## src/rtl/nec_ir_pkg.sv

```systemverilog
// nec_ir_pkg: shared types and default timing for the NEC IR transmitter.
// Holds the frame state enum, default clk25 cycle counts (25 MHz), the duration
// counter width and small helpers for loading and range-checking durations.
package nec_ir_pkg;

  localparam int CNT_W = 20;

  // Default cycle counts at 25 MHz.
  localparam int unsigned DEF_LEAD_MARK_CYC   = 225000;  // 9 ms
  localparam int unsigned DEF_LEAD_SPACE_CYC  = 112500;  // 4.5 ms
  localparam int unsigned DEF_BIT_MARK_CYC    = 14063;   // 562.5 us
  localparam int unsigned DEF_ZERO_SPACE_CYC  = 14063;
  localparam int unsigned DEF_ONE_SPACE_CYC   = 42188;   // 1687.5 us
  localparam int unsigned DEF_GAP_CYC         = 1000000; // 40 ms
  localparam int unsigned DEF_CARR_PERIOD_CYC = 658;     // ~38 kHz
  localparam int unsigned DEF_CARR_HIGH_CYC   = 219;     // ~1/3 duty

  typedef enum logic [2:0] {
    IDLE,
    LEAD_MARK,
    LEAD_SPACE,
    BIT_MARK,
    BIT_SPACE,
    STOP_MARK,
    GAP
  } nec_state_e;

  // Down-counter value loaded on state entry so the state lasts exactly n cycles.
  function automatic logic [CNT_W-1:0] cyc_load(input int unsigned n);
    return CNT_W'(n - 1);
  endfunction

  // A duration must be non-zero and fit the duration counter.
  function automatic logic cyc_ok(input int unsigned n);
    return (n != 0) && (n < (32'd1 << CNT_W));
  endfunction

  function automatic logic is_mark(input nec_state_e s);
    return (s == LEAD_MARK) || (s == BIT_MARK) || (s == STOP_MARK);
  endfunction

endpackage

```

## src/rtl/nec_ir_carrier.sv

```systemverilog
// nec_ir_carrier: restartable ~38 kHz carrier for the mark states.
// Ports: clk25/rst (async, active-high); restart zeroes the phase for the next
// cycle; enable advances it; carrier is the value for the next cycle (caller registers it).
module nec_ir_carrier
  import nec_ir_pkg::*;
#(
  parameter int unsigned PERIOD_CYC = DEF_CARR_PERIOD_CYC,
  parameter int unsigned HIGH_CYC   = DEF_CARR_HIGH_CYC
) (
  input  logic clk25,
  input  logic rst,
  input  logic restart,
  input  logic enable,
  output logic carrier
);

  localparam int CW = (PERIOD_CYC > 2) ? $clog2(PERIOD_CYC) : 1;

  logic [CW-1:0] cnt_q, cnt_d;

  always_comb begin
    cnt_d = cnt_q;
    if (restart) begin
      cnt_d = '0;
    end else if (enable) begin
      if (cnt_q == CW'(PERIOD_CYC - 1)) cnt_d = '0;
      else                              cnt_d = cnt_q + CW'(1);
    end
  end

  // Decoded from the next phase so the registered output lines up with cnt_q.
  assign carrier = enable && (cnt_d < CW'(HIGH_CYC));

  always_ff @(posedge clk25 or posedge rst) begin
    if (rst) cnt_q <= '0;
    else     cnt_q <= cnt_d;
  end

endmodule

```

## src/rtl/nec_ir_tx.sv

```systemverilog
// nec_ir_tx: serialises a 32-bit NEC command (bit 0 first) into leader, 32 bit
// slots, stop mark and 40 ms gap. Ports: clk25, rst (async, active-high), cmd/valid/
// ready accept (ready only in IDLE, no queueing), ir_output LED drive, frame_done
// pulse on the last gap cycle. All outputs registered; output follows the accept by one cycle.
// Build option NEC_IR_CARRIER_EN: defined -> marks carry the carrier; undefined -> raw envelope.
module nec_ir_tx
  import nec_ir_pkg::*;
#(
  parameter int unsigned LEAD_MARK_CYC   = DEF_LEAD_MARK_CYC,
  parameter int unsigned LEAD_SPACE_CYC  = DEF_LEAD_SPACE_CYC,
  parameter int unsigned BIT_MARK_CYC    = DEF_BIT_MARK_CYC,
  parameter int unsigned ZERO_SPACE_CYC  = DEF_ZERO_SPACE_CYC,
  parameter int unsigned ONE_SPACE_CYC   = DEF_ONE_SPACE_CYC,
  parameter int unsigned GAP_CYC         = DEF_GAP_CYC,
  parameter int unsigned CARR_PERIOD_CYC = DEF_CARR_PERIOD_CYC,
  parameter int unsigned CARR_HIGH_CYC   = DEF_CARR_HIGH_CYC
) (
  input  logic        clk25,
  input  logic        rst,
  input  logic [31:0] cmd,
  input  logic        valid,
  output logic        ready,
  output logic        ir_output,
  output logic        frame_done
);

  if (!cyc_ok(LEAD_MARK_CYC) || !cyc_ok(LEAD_SPACE_CYC) || !cyc_ok(BIT_MARK_CYC) ||
      !cyc_ok(ZERO_SPACE_CYC) || !cyc_ok(ONE_SPACE_CYC) || !cyc_ok(GAP_CYC) ||
      (CARR_HIGH_CYC >= CARR_PERIOD_CYC)) begin : g_bad_cfg
    $error("nec_ir_tx: cycle parameter out of range");
  end

  nec_state_e       state_q, state_d;
  logic [CNT_W-1:0] cnt_q, cnt_d;
  logic [4:0]       bit_idx_q, bit_idx_d;
  logic [31:0]      shift_q, shift_d;
  logic             ready_q, ready_d;
  logic             ir_output_q, ir_output_d;
  logic             frame_done_q, frame_done_d;
  logic             mark_d;

  always_comb begin
    state_d   = state_q;
    cnt_d     = cnt_q;
    bit_idx_d = bit_idx_q;
    shift_d   = shift_q;
    if (state_q == IDLE) begin
      if (valid && ready_q) begin
        state_d   = LEAD_MARK;
        cnt_d     = cyc_load(LEAD_MARK_CYC);
        shift_d   = cmd;
        bit_idx_d = '0;
      end
    end else if (cnt_q != '0) begin
      cnt_d = cnt_q - CNT_W'(1);
    end else begin
      case (state_q)
        LEAD_MARK: begin
          state_d = LEAD_SPACE;
          cnt_d   = cyc_load(LEAD_SPACE_CYC);
        end
        LEAD_SPACE: begin
          state_d = BIT_MARK;
          cnt_d   = cyc_load(BIT_MARK_CYC);
        end
        BIT_MARK: begin
          // The space length encodes the bit currently at the bottom of the shifter.
          state_d = BIT_SPACE;
          cnt_d   = shift_q[0] ? cyc_load(ONE_SPACE_CYC) : cyc_load(ZERO_SPACE_CYC);
        end
        BIT_SPACE: begin
          cnt_d = cyc_load(BIT_MARK_CYC);
          if (bit_idx_q == 5'd31) begin
            state_d = STOP_MARK;
          end else begin
            state_d   = BIT_MARK;
            shift_d   = {1'b0, shift_q[31:1]};
            bit_idx_d = bit_idx_q + 5'd1;
          end
        end
        STOP_MARK: begin
          state_d = GAP;
          cnt_d   = cyc_load(GAP_CYC);
        end
        default: begin  // end of GAP
          state_d = IDLE;
          cnt_d   = '0;
        end
      endcase
    end

    // Outputs are decoded from the next state so the registers show the current one.
    mark_d       = is_mark(state_d);
    ready_d      = (state_d == IDLE);
    frame_done_d = (state_d == GAP) && (cnt_d == '0);
  end

`ifdef NEC_IR_CARRIER_EN
  logic carr_restart;
  logic carrier;

  // Every mark starts at carrier phase 0, i.e. high on its first cycle.
  assign carr_restart = mark_d && (state_d != state_q);

  nec_ir_carrier #(
    .PERIOD_CYC (CARR_PERIOD_CYC),
    .HIGH_CYC   (CARR_HIGH_CYC)
  ) u_carrier (
    .clk25   (clk25),
    .rst     (rst),
    .restart (carr_restart),
    .enable  (mark_d),
    .carrier (carrier)
  );

  assign ir_output_d = carrier;
`else
  assign ir_output_d = mark_d;
`endif

  always_ff @(posedge clk25 or posedge rst) begin
    if (rst) begin
      state_q      <= IDLE;
      cnt_q        <= '0;
      bit_idx_q    <= '0;
      shift_q      <= '0;
      ready_q      <= 1'b1;
      ir_output_q  <= 1'b0;
      frame_done_q <= 1'b0;
    end else begin
      state_q      <= state_d;
      cnt_q        <= cnt_d;
      bit_idx_q    <= bit_idx_d;
      shift_q      <= shift_d;
      ready_q      <= ready_d;
      ir_output_q  <= ir_output_d;
      frame_done_q <= frame_done_d;
    end
  end

  assign ready      = ready_q;
  assign ir_output  = ir_output_q;
  assign frame_done = frame_done_q;

endmodule

```

## config.mk

```make
export PLATFORM = sky130hd
export DESIGN_NAME = nec_ir_tx
export DESIGN_NICKNAME = d
export VERILOG_FILES = /design/src/rtl/nec_ir_pkg.sv /design/src/rtl/nec_ir_carrier.sv /design/src/rtl/nec_ir_tx.sv
export SDC_FILE = /design/constraint.sdc
export NUM_CORES = 1
export LEC_CHECK = 0
export ABC_AREA = 1
export ABC_CLOCK_PERIOD_IN_PS = 4100
export BUFFER_PORTS_ARGS = -buffer_cell sky130_fd_sc_hd__clkbuf_2
export CAP_MARGIN = 20
export CORE_ASPECT_RATIO = 1.1
export CORE_MARGIN = 2
export CORE_UTILIZATION = 60
export DETAILED_ROUTE_END_ITERATION = 7
export PLACE_DENSITY = 0.89
export SLEW_MARGIN = 0
export SYNTH_ARGS = -nofsm -noshare
export SYNTH_HDL_FRONTEND = slang
export SYNTH_SLANG_ARGS = --single-unit
```

## constraint.sdc

```tcl
create_clock -name clk25 -period 4.1 [get_ports clk25]
set_input_delay 0.205 -clock clk25 [delete_from_list [all_inputs] [get_ports clk25]]
set_output_delay 0.205 -clock clk25 [all_outputs]
set_load 0.01 [all_outputs]
```

==> results of run 1 <==
worst paths after layout:
kind,from,end,slack (ps)
worst max-delay path,cnt_q[0],shift_q[8],1190
worst min-delay path,cmd[31],shift_q[31],100
worst max register to register,cnt_q[0],shift_q[8],1190
worst min register to register,shift_q[31],shift_q[31],520
max in group asynchronous,rst,frame_done,2870
min in group asynchronous,rst,shift_q[19],310
state kept, by name, summed over array words and instances (netlist names):
register    flops
shift_q        32
cnt_q          20
bit_idx_q       5
state_q         3
frame_done      1
ir_output       1
ready           1
routing by layer:
metal  wire length (µm)  part of all wire, %  global-route usage [%]  up-vias
met5                  0                    0                       0        -
met4                246                  2.9                    11.4        0
met3                545                  6.3                    5.81       26
met2               4170                   48                    44.2      128
met1               3670                   43                    35.9     1620
li1                   -                    -                       -     1745
worst max-delay path: cells and delay by family, from the launching register on:
family                   cells  cell delay, ps
adder cells (fa/ha/maj)      1             270
AND/OR/NAND/NOR              5            1010
buffers and inverters        3             880
flip-flops                   1             370
AO/OA/AOI/OAI                2             280
stage by stage:
step / std cells / hold WS (ps) / util (%)
final: 644 / 101 / 68.2
after CTS: 644 / 88.3 / 68.2
after detailed placement: 627 / 120 / 64.8
after global placement: 627 / 116 / 64.8
after floorplan: 525 / 345 / -
after global routing: 644 / 92.8 / 68.2
cell type report:
type,instances,area (µm²),area share (%)
tap,80,100,2.40
inverter,82,308,7.38
timing repair buffer,41,218,5.22
clock buffer,14,183,4.38
sequential,63,1580,37.8
multi-input combinational,362,1770,42.5
clock inverter,2,12.5,0.300
layout by cell type (no fill, tap or decap), types with 2 or more instances in the layout:
cell	instances
clkbuf_8	13
nor2_2	6
nor2_4	4
inv_2	4
clkinv_1	2
nand2_2	3
inv_1	76
xor2_1	3
nand3_1	42
dfrtp_1	62
nor3_1	6
o21ai_0	41
o211ai_1	26
clkbuf_2	37
a22o_1	2
nand2_1	145
o21ai_1	3
a21oi_1	9
a31oi_1	5
nand4_1	6
ha_1	3
nor2_1	50
buf_4	3
where the power goes:
| group | leakage, nW | total, mW | internal, mW | switching, mW |
|---|---|---|---|---|
| registers | 0.767 | 0.978 | 0.844 | 0.134 |
| clock network | 0.0987 | 0.516 | 0.285 | 0.231 |
| logic | 1.32 | 0.846 | 0.282 | 0.564 |
| total | 2.19 | 2.34 | 1.41 | 0.929 |
kinds of logic after synthesis:
kind of cell | synth area share [%]
compound gates | 14.1
xor+xnor | 0.930
flops | 41.9
simple gates | 31.1
buf+inv | 11.0
fa+ha+maj | 0.996
timing repair:
action,in CTS,in global routing
hold endpoints to repair,10,0
resized for setup,0,0
hold buffers,1,0
==> qor.yml, run 1 <==
synth:
  ys_ff_latch: 63
  ys_seq_area_share_pct: 41.9
  ys_async_sr_fraction_pct: 100
  synthTopCellsByArea: "dfrtp_1 (41%), nand2_1 (14%), inv_1 (7.7%)"
  synth_top_area_cell: "dfrtp_1"
  netlist_area_mm2: 0.00377
  synth_top_cells_by_count: "nand2_1 (145), inv_1 (77), dfrtp_1 (62)"
  ys.flop_type: "dfrtp_1"
  yosysWarningCount: 0
  synth_nets: 563
  avgSynthCellArea_um2: 7.18
  synth_edf_count: 0
  yosysMostFrequentCell: "nand2_1"
  syn_inst: 525
  synthDistinctLibCells: 32
  netlist.area_leader.share_pct: 41.2
setup_path:
  worstPathCellList: "inv_1, ha_1, nand2_4, nor2_8, nand3_4, nor3_2, nor2_2, inv_2, buf_4, o211ai_1, o21ai_0"
  crit_arrival_ps: 3160
  required_ps: 4350
  critPathMaxFanout: 37
  cp-end-kind: "flop"
  slowest_delay_ps: 390
  start_kind: "flop"
  r2r_cells: 11
  path_class: "reg -> reg"
  cpMaxStageDelayCell: "inv_2"
global_route:
  grt_max_degree: 77
  grt_pass1_vias: 3264
  grt.total_usage_pct: 27.4
  grt_overflow: 0
  grt_pass1_wl_um: 14800
  grt_antenna_before_repair: 0
sta:
  setup_viol: 0
  slew_headroom_pct: 51.1
  fin_setup_tns_ps: 0
  fin_skew_ps: 8.07
  finalMaxSlewViolations: 0
  grt_setup_unrepaired: "false"
  hold_viol: 0
  setup_slack_ps: 1190
  worstMarginPinSlew_ps: 734
  post-route-min-period_ps: 2910
  fmax_ghz: 0.344
  period_share_pct: 70.9
power_and_ir_drop:
  powerDensity_mw_per_mm2: 561
  total_power_mw: 2.34
  total_leakage_power_nw: 2.19
  ir_drop_mv: 0.329
cells_and_area:
  diodes: 0
  nets: 597
  nFillCells: 478
  drive_above_1_share_pct: 13.8
  syn_to_final_growth_pct: 10.8
  fin_area_mm2: 0.00417
floorplan:
  start_util_pct: 61.6
  die_height_um: 87.1
  rows: 30
  die_x_um: 79.6
  io_pins: 38
  die_area_mm2: 0.00693
  coreArea_mm2: 0.00612
drt:
  drt_pre_antenna_iters: 6
  initialDrtViolationCount: 332
  ant_nets: 0
  vias_per_cell: 5.46
  routedWlPerCell_um: 13.4
  drcViolationCount: 0
  vias: 3519
  drt_wl_total_um: 8630
placed_design:
  place.detailed.hpwl_um: 6070
  post-place-ws_ps: 1220
  place_area_mm2: 0.00397
  gp_congestion: 0.954
  port_buffers: 37
hold_path:
  hold_depth: 2
  min_path_type: "in -> reg"
clock_network:
  clock_path_buffers: 2
  cts_tree: "done"
  cts.sink_count: 63
  cts_max_level: 3
  cts_root_buffer: "clkbuf_8"
  post-cts-setup-buffer-count: 0
  cts_made_buffers: 9
  clk_pin_slew_ps: 70
  worstSkewPairLatency_ps: 340
run:
  maxCapViolations: 0
outcome:
  outcome: "completed"
Note: power is estimated with default switching activity, not from simulation.
==> run 2: changes to the inputs <==
--- a/config.mk
+++ b/config.mk
@@ -6,14 +6,14 @@
 export NUM_CORES = 1
 export LEC_CHECK = 0
 export ABC_AREA = 1
-export ABC_CLOCK_PERIOD_IN_PS = 4100
+export ABC_CLOCK_PERIOD_IN_PS = 2400
 export BUFFER_PORTS_ARGS = -buffer_cell sky130_fd_sc_hd__clkbuf_2
 export CAP_MARGIN = 20
 export CORE_ASPECT_RATIO = 1.1
 export CORE_MARGIN = 2
-export CORE_UTILIZATION = 60
+export CORE_UTILIZATION = 54
 export DETAILED_ROUTE_END_ITERATION = 7
-export PLACE_DENSITY = 0.89
+export PLACE_DENSITY = 0.85
 export SLEW_MARGIN = 0
 export SYNTH_ARGS = -nofsm -noshare
 export SYNTH_HDL_FRONTEND = slang
==> constraint.sdc (replaced) <==
create_clock -name clk25 -period 2.4 [get_ports clk25]
set_input_delay 0.12 -clock clk25 [delete_from_list [all_inputs] [get_ports clk25]]
set_output_delay 0.12 -clock clk25 [all_outputs]
set_load 0.01 [all_outputs]
==> run 2 against run 1 <==
Clock skew grew 3.8 ps. Sequential power grew 71%. Cell area up 1.9%. Largest power group unchanged.
==> qor.yml, run 2 (same netlist as run 1, synthesis figures left out) <==
floorplan:
  die_x_um: 83.6  # was 79.6 µm
  die_area_mm2: 0.00766  # was 0.00693 mm²
  die_height_um: 91.6  # was 87.1 µm
  coreArea_mm2: 0.00667  # was 0.00612 mm²
  rows: 31  # was 30
  start_util_pct: 56.5  # was 61.6%
  io_pins: 38  # unchanged
sta:
  period_share_pct: 92.0  # was 70.9%
  worstMarginPinSlew_ps: 426  # was 734 ps
  fmax_ghz: 0.453  # was 0.344 GHz
  fin_skew_ps: 11.9  # was 8.07 ps
  grt_setup_unrepaired: "true"  # was false
  post-route-min-period_ps: 2210  # was 2910 ps
  finalMaxSlewViolations: 0  # unchanged
  hold_viol: 0  # unchanged
  setup_viol: 0  # unchanged
  hold_ws_ps: 10.3  # was 101 ps
  fin_setup_tns_ps: 0  # unchanged
  slew_headroom_pct: 71.6  # was 51.1%
power_and_ir_drop:
  ir_drop_mv: 0.500  # was 0.329 mV
  total_leakage_power_nw: 2.22  # was 2.19 nW
  total_power_mw: 4.10  # was 2.34 mW
  powerDensity_mw_per_mm2: 965  # was 561 mW/mm²
drt:
  routedWlPerCell_um: 13.6  # was 13.4 µm
  initialDrtViolationCount: 297  # was 332
  drt_pre_antenna_iters: 5  # was 6
  vias: 3589  # was 3519
  drcViolationCount: 0  # unchanged
  ant_nets: 0  # unchanged
  vias_per_cell: 5.51  # was 5.46
  drt_wl_total_um: 8850  # was 8630 µm
clock_network:
  cts_made_buffers: 9  # unchanged
  clk_pin_slew_ps: 80  # was 70 ps
  cts_max_level: 3  # unchanged
  cts_root_buffer: "clkbuf_8"  # unchanged
  post-cts-setup-buffer-count: 0  # unchanged
  worstSkewPairLatency_ps: 360  # was 340 ps
  cts.sink_count: 63  # unchanged
  cts_tree: "done"  # unchanged
  clock_path_buffers: 2  # unchanged
setup_path:
  cpMaxStageDelayCell: "dfrtp_1"  # was inv_2
  required_ps: 2690  # was 4350 ps
  rr_endpoint: "frame_done"  # was shift_q[8]
  worst-r2r-setup-slack_ps: 190  # was 1190 ps
  cp-end-kind: "flop"  # unchanged
  worstPathCellList: "inv_1, ha_2, nand2_4, nor2_8, nand3_4, buf_4, nand2_2, inv_2, nand2_1, nand2_1, nor2_1, nand2_1, nor2_1, nand2_1, nor2_1"  # was inv_1, ha_1, nand2_4, nor2_8, nand3_4, nor3_2, nor2_2, inv_2, buf_4, o211ai_1, o21ai_0
  path_class: "reg -> reg"  # unchanged
  slowest_delay_ps: 370  # was 390 ps
  critPathMaxFanout: 13  # was 37
  crit_arrival_ps: 2500  # was 3160 ps
  r2r_cells: 15  # was 11
  reg2reg_from: "cnt_q[0]"  # unchanged
  path_depth: 15  # was 11
  start_kind: "flop"  # unchanged
  path_common_cell: "nand2_1"
  cpLargestDelayFamily: "simple AND/OR/NAND/NOR gates"  # unchanged
  crit_buf_inv: 3  # unchanged
hold_path:
  worstHoldStart: "cmd[27]"  # was cmd[31]
  hold_depth: 3  # was 2
  hold_end: "shift_q[27]"  # was shift_q[31]
  min_path_type: "in -> reg"  # unchanged
cells_and_area:
  nets: 602  # was 597
  top_register: "shift_q"  # unchanged
  fin_area_mm2: 0.00425  # was 0.00417 mm²
  mostFrequentLayoutCells: "nand2_1 (145), inv_1 (76), dfrtp_1 (62), nor2_1 (50), nand3_1 (42)"  # unchanged
  diodes: 0  # unchanged
  drive_above_1_share_pct: 14.9  # was 13.8%
  largest_reg_flops: 32  # unchanged
  nFillCells: 584  # was 478
  area.sequential_mm2: 0.00158  # unchanged
  multi_input_area_mm2: 0.00178  # was 0.00177 mm²
  layout_commonest_cell: "nand2_1"  # unchanged
  biggestRegsByFlops: "shift_q: 32 flops, cnt_q: 20 flops, bit_idx_q: 5 flops"  # unchanged
  final_core_util_pct: 63.8  # was 68.2%
  syn_to_final_growth_pct: 12.9  # was 10.8%
global_route:
  grt_max_degree: 66  # was 77
  grt_antenna_before_repair: 0  # unchanged
  grt.total_usage_pct: 24.6  # was 27.4%
  grt_overflow: 0  # unchanged
  grt_pass1_wl_um: 15100  # was 14800 µm
  grt_pass1_vias: 3444  # was 3264
placed_design:
  place.detailed.hpwl_um: 6340  # was 6070 µm
  gp_congestion: 0.971  # was 0.954
  port_buffers: 37  # unchanged
  place_area_mm2: 0.00405  # was 0.00397 mm²
run:
  maxCapViolations: 0  # unchanged
outcome:
  outcome: "completed"  # unchanged
run 2: report_power, final:
part	internal, mW	switching [mW]	leakage [nW]
sequential	1.44	0.228	0.767
combinational	0.518	0.980	1.36
clock	0.480	0.456	0.0956
run 2: how the worst max path moves through the flow:
| stage | slack [ps] | start | end |
|---|---|---|---|
| after floorplan | 510 | cnt_q[0] | shift_q[26] |
| after global placement | 280 | cnt_q[0] | frame_done |
| after detailed placement | 200 | cnt_q[0] | frame_done |
| after CTS | 180 | cnt_q[0] | frame_done |
| after global routing | -2 | state_q[0] | shift_q[30] |
| final | 190 | cnt_q[0] | frame_done |
run 2: area by class of cell:
type / count / share of cell area, %
clock buffer: 9 / 2.91
multi-input combinational: 362 / 41.8
tap: 82 / 2.41
sequential: 63 / 37.1
timing repair buffer: 46 / 6.88
clock inverter: 7 / 1.71
inverter: 82 / 7.24
run 2: worst register-to-register path, cell delays in order, from the launching register on:
cell,delay (ps)
dfrtp_1,370
inv_1,110
ha_2,240
nand2_4,90
nor2_8,180
nand3_4,160
buf_4,240
nand2_2,100
inv_2,60
nand2_1,60
nand2_1,60
nor2_1,160
nand2_1,80
nor2_1,110
nand2_1,50
nor2_1,80
run 2: metal layers:
layer	part of all wire, %	wire length [µm]	GRT usage [%]
met1	43	3780	30.4
met2	48	4250	40.4
met3	6.2	551	5.09
met4	3.1	270	12.8
met5	0	0	0
run 2: metrics by stage:
step	setup slack, ps	cells
after floorplan	511	525
after global placement	279	634
after detailed placement	198	634
after CTS	183	651
after global routing	-2.12	651
final	193	651
run 2: timing repair:
item / 4_1_cts / 5_1_grt
gates resized for setup: 0 / 1
endpoints found under the setup margin: 0 / 22
endpoints found under the hold margin: 62 / 0
hold buffers: 1 / 0
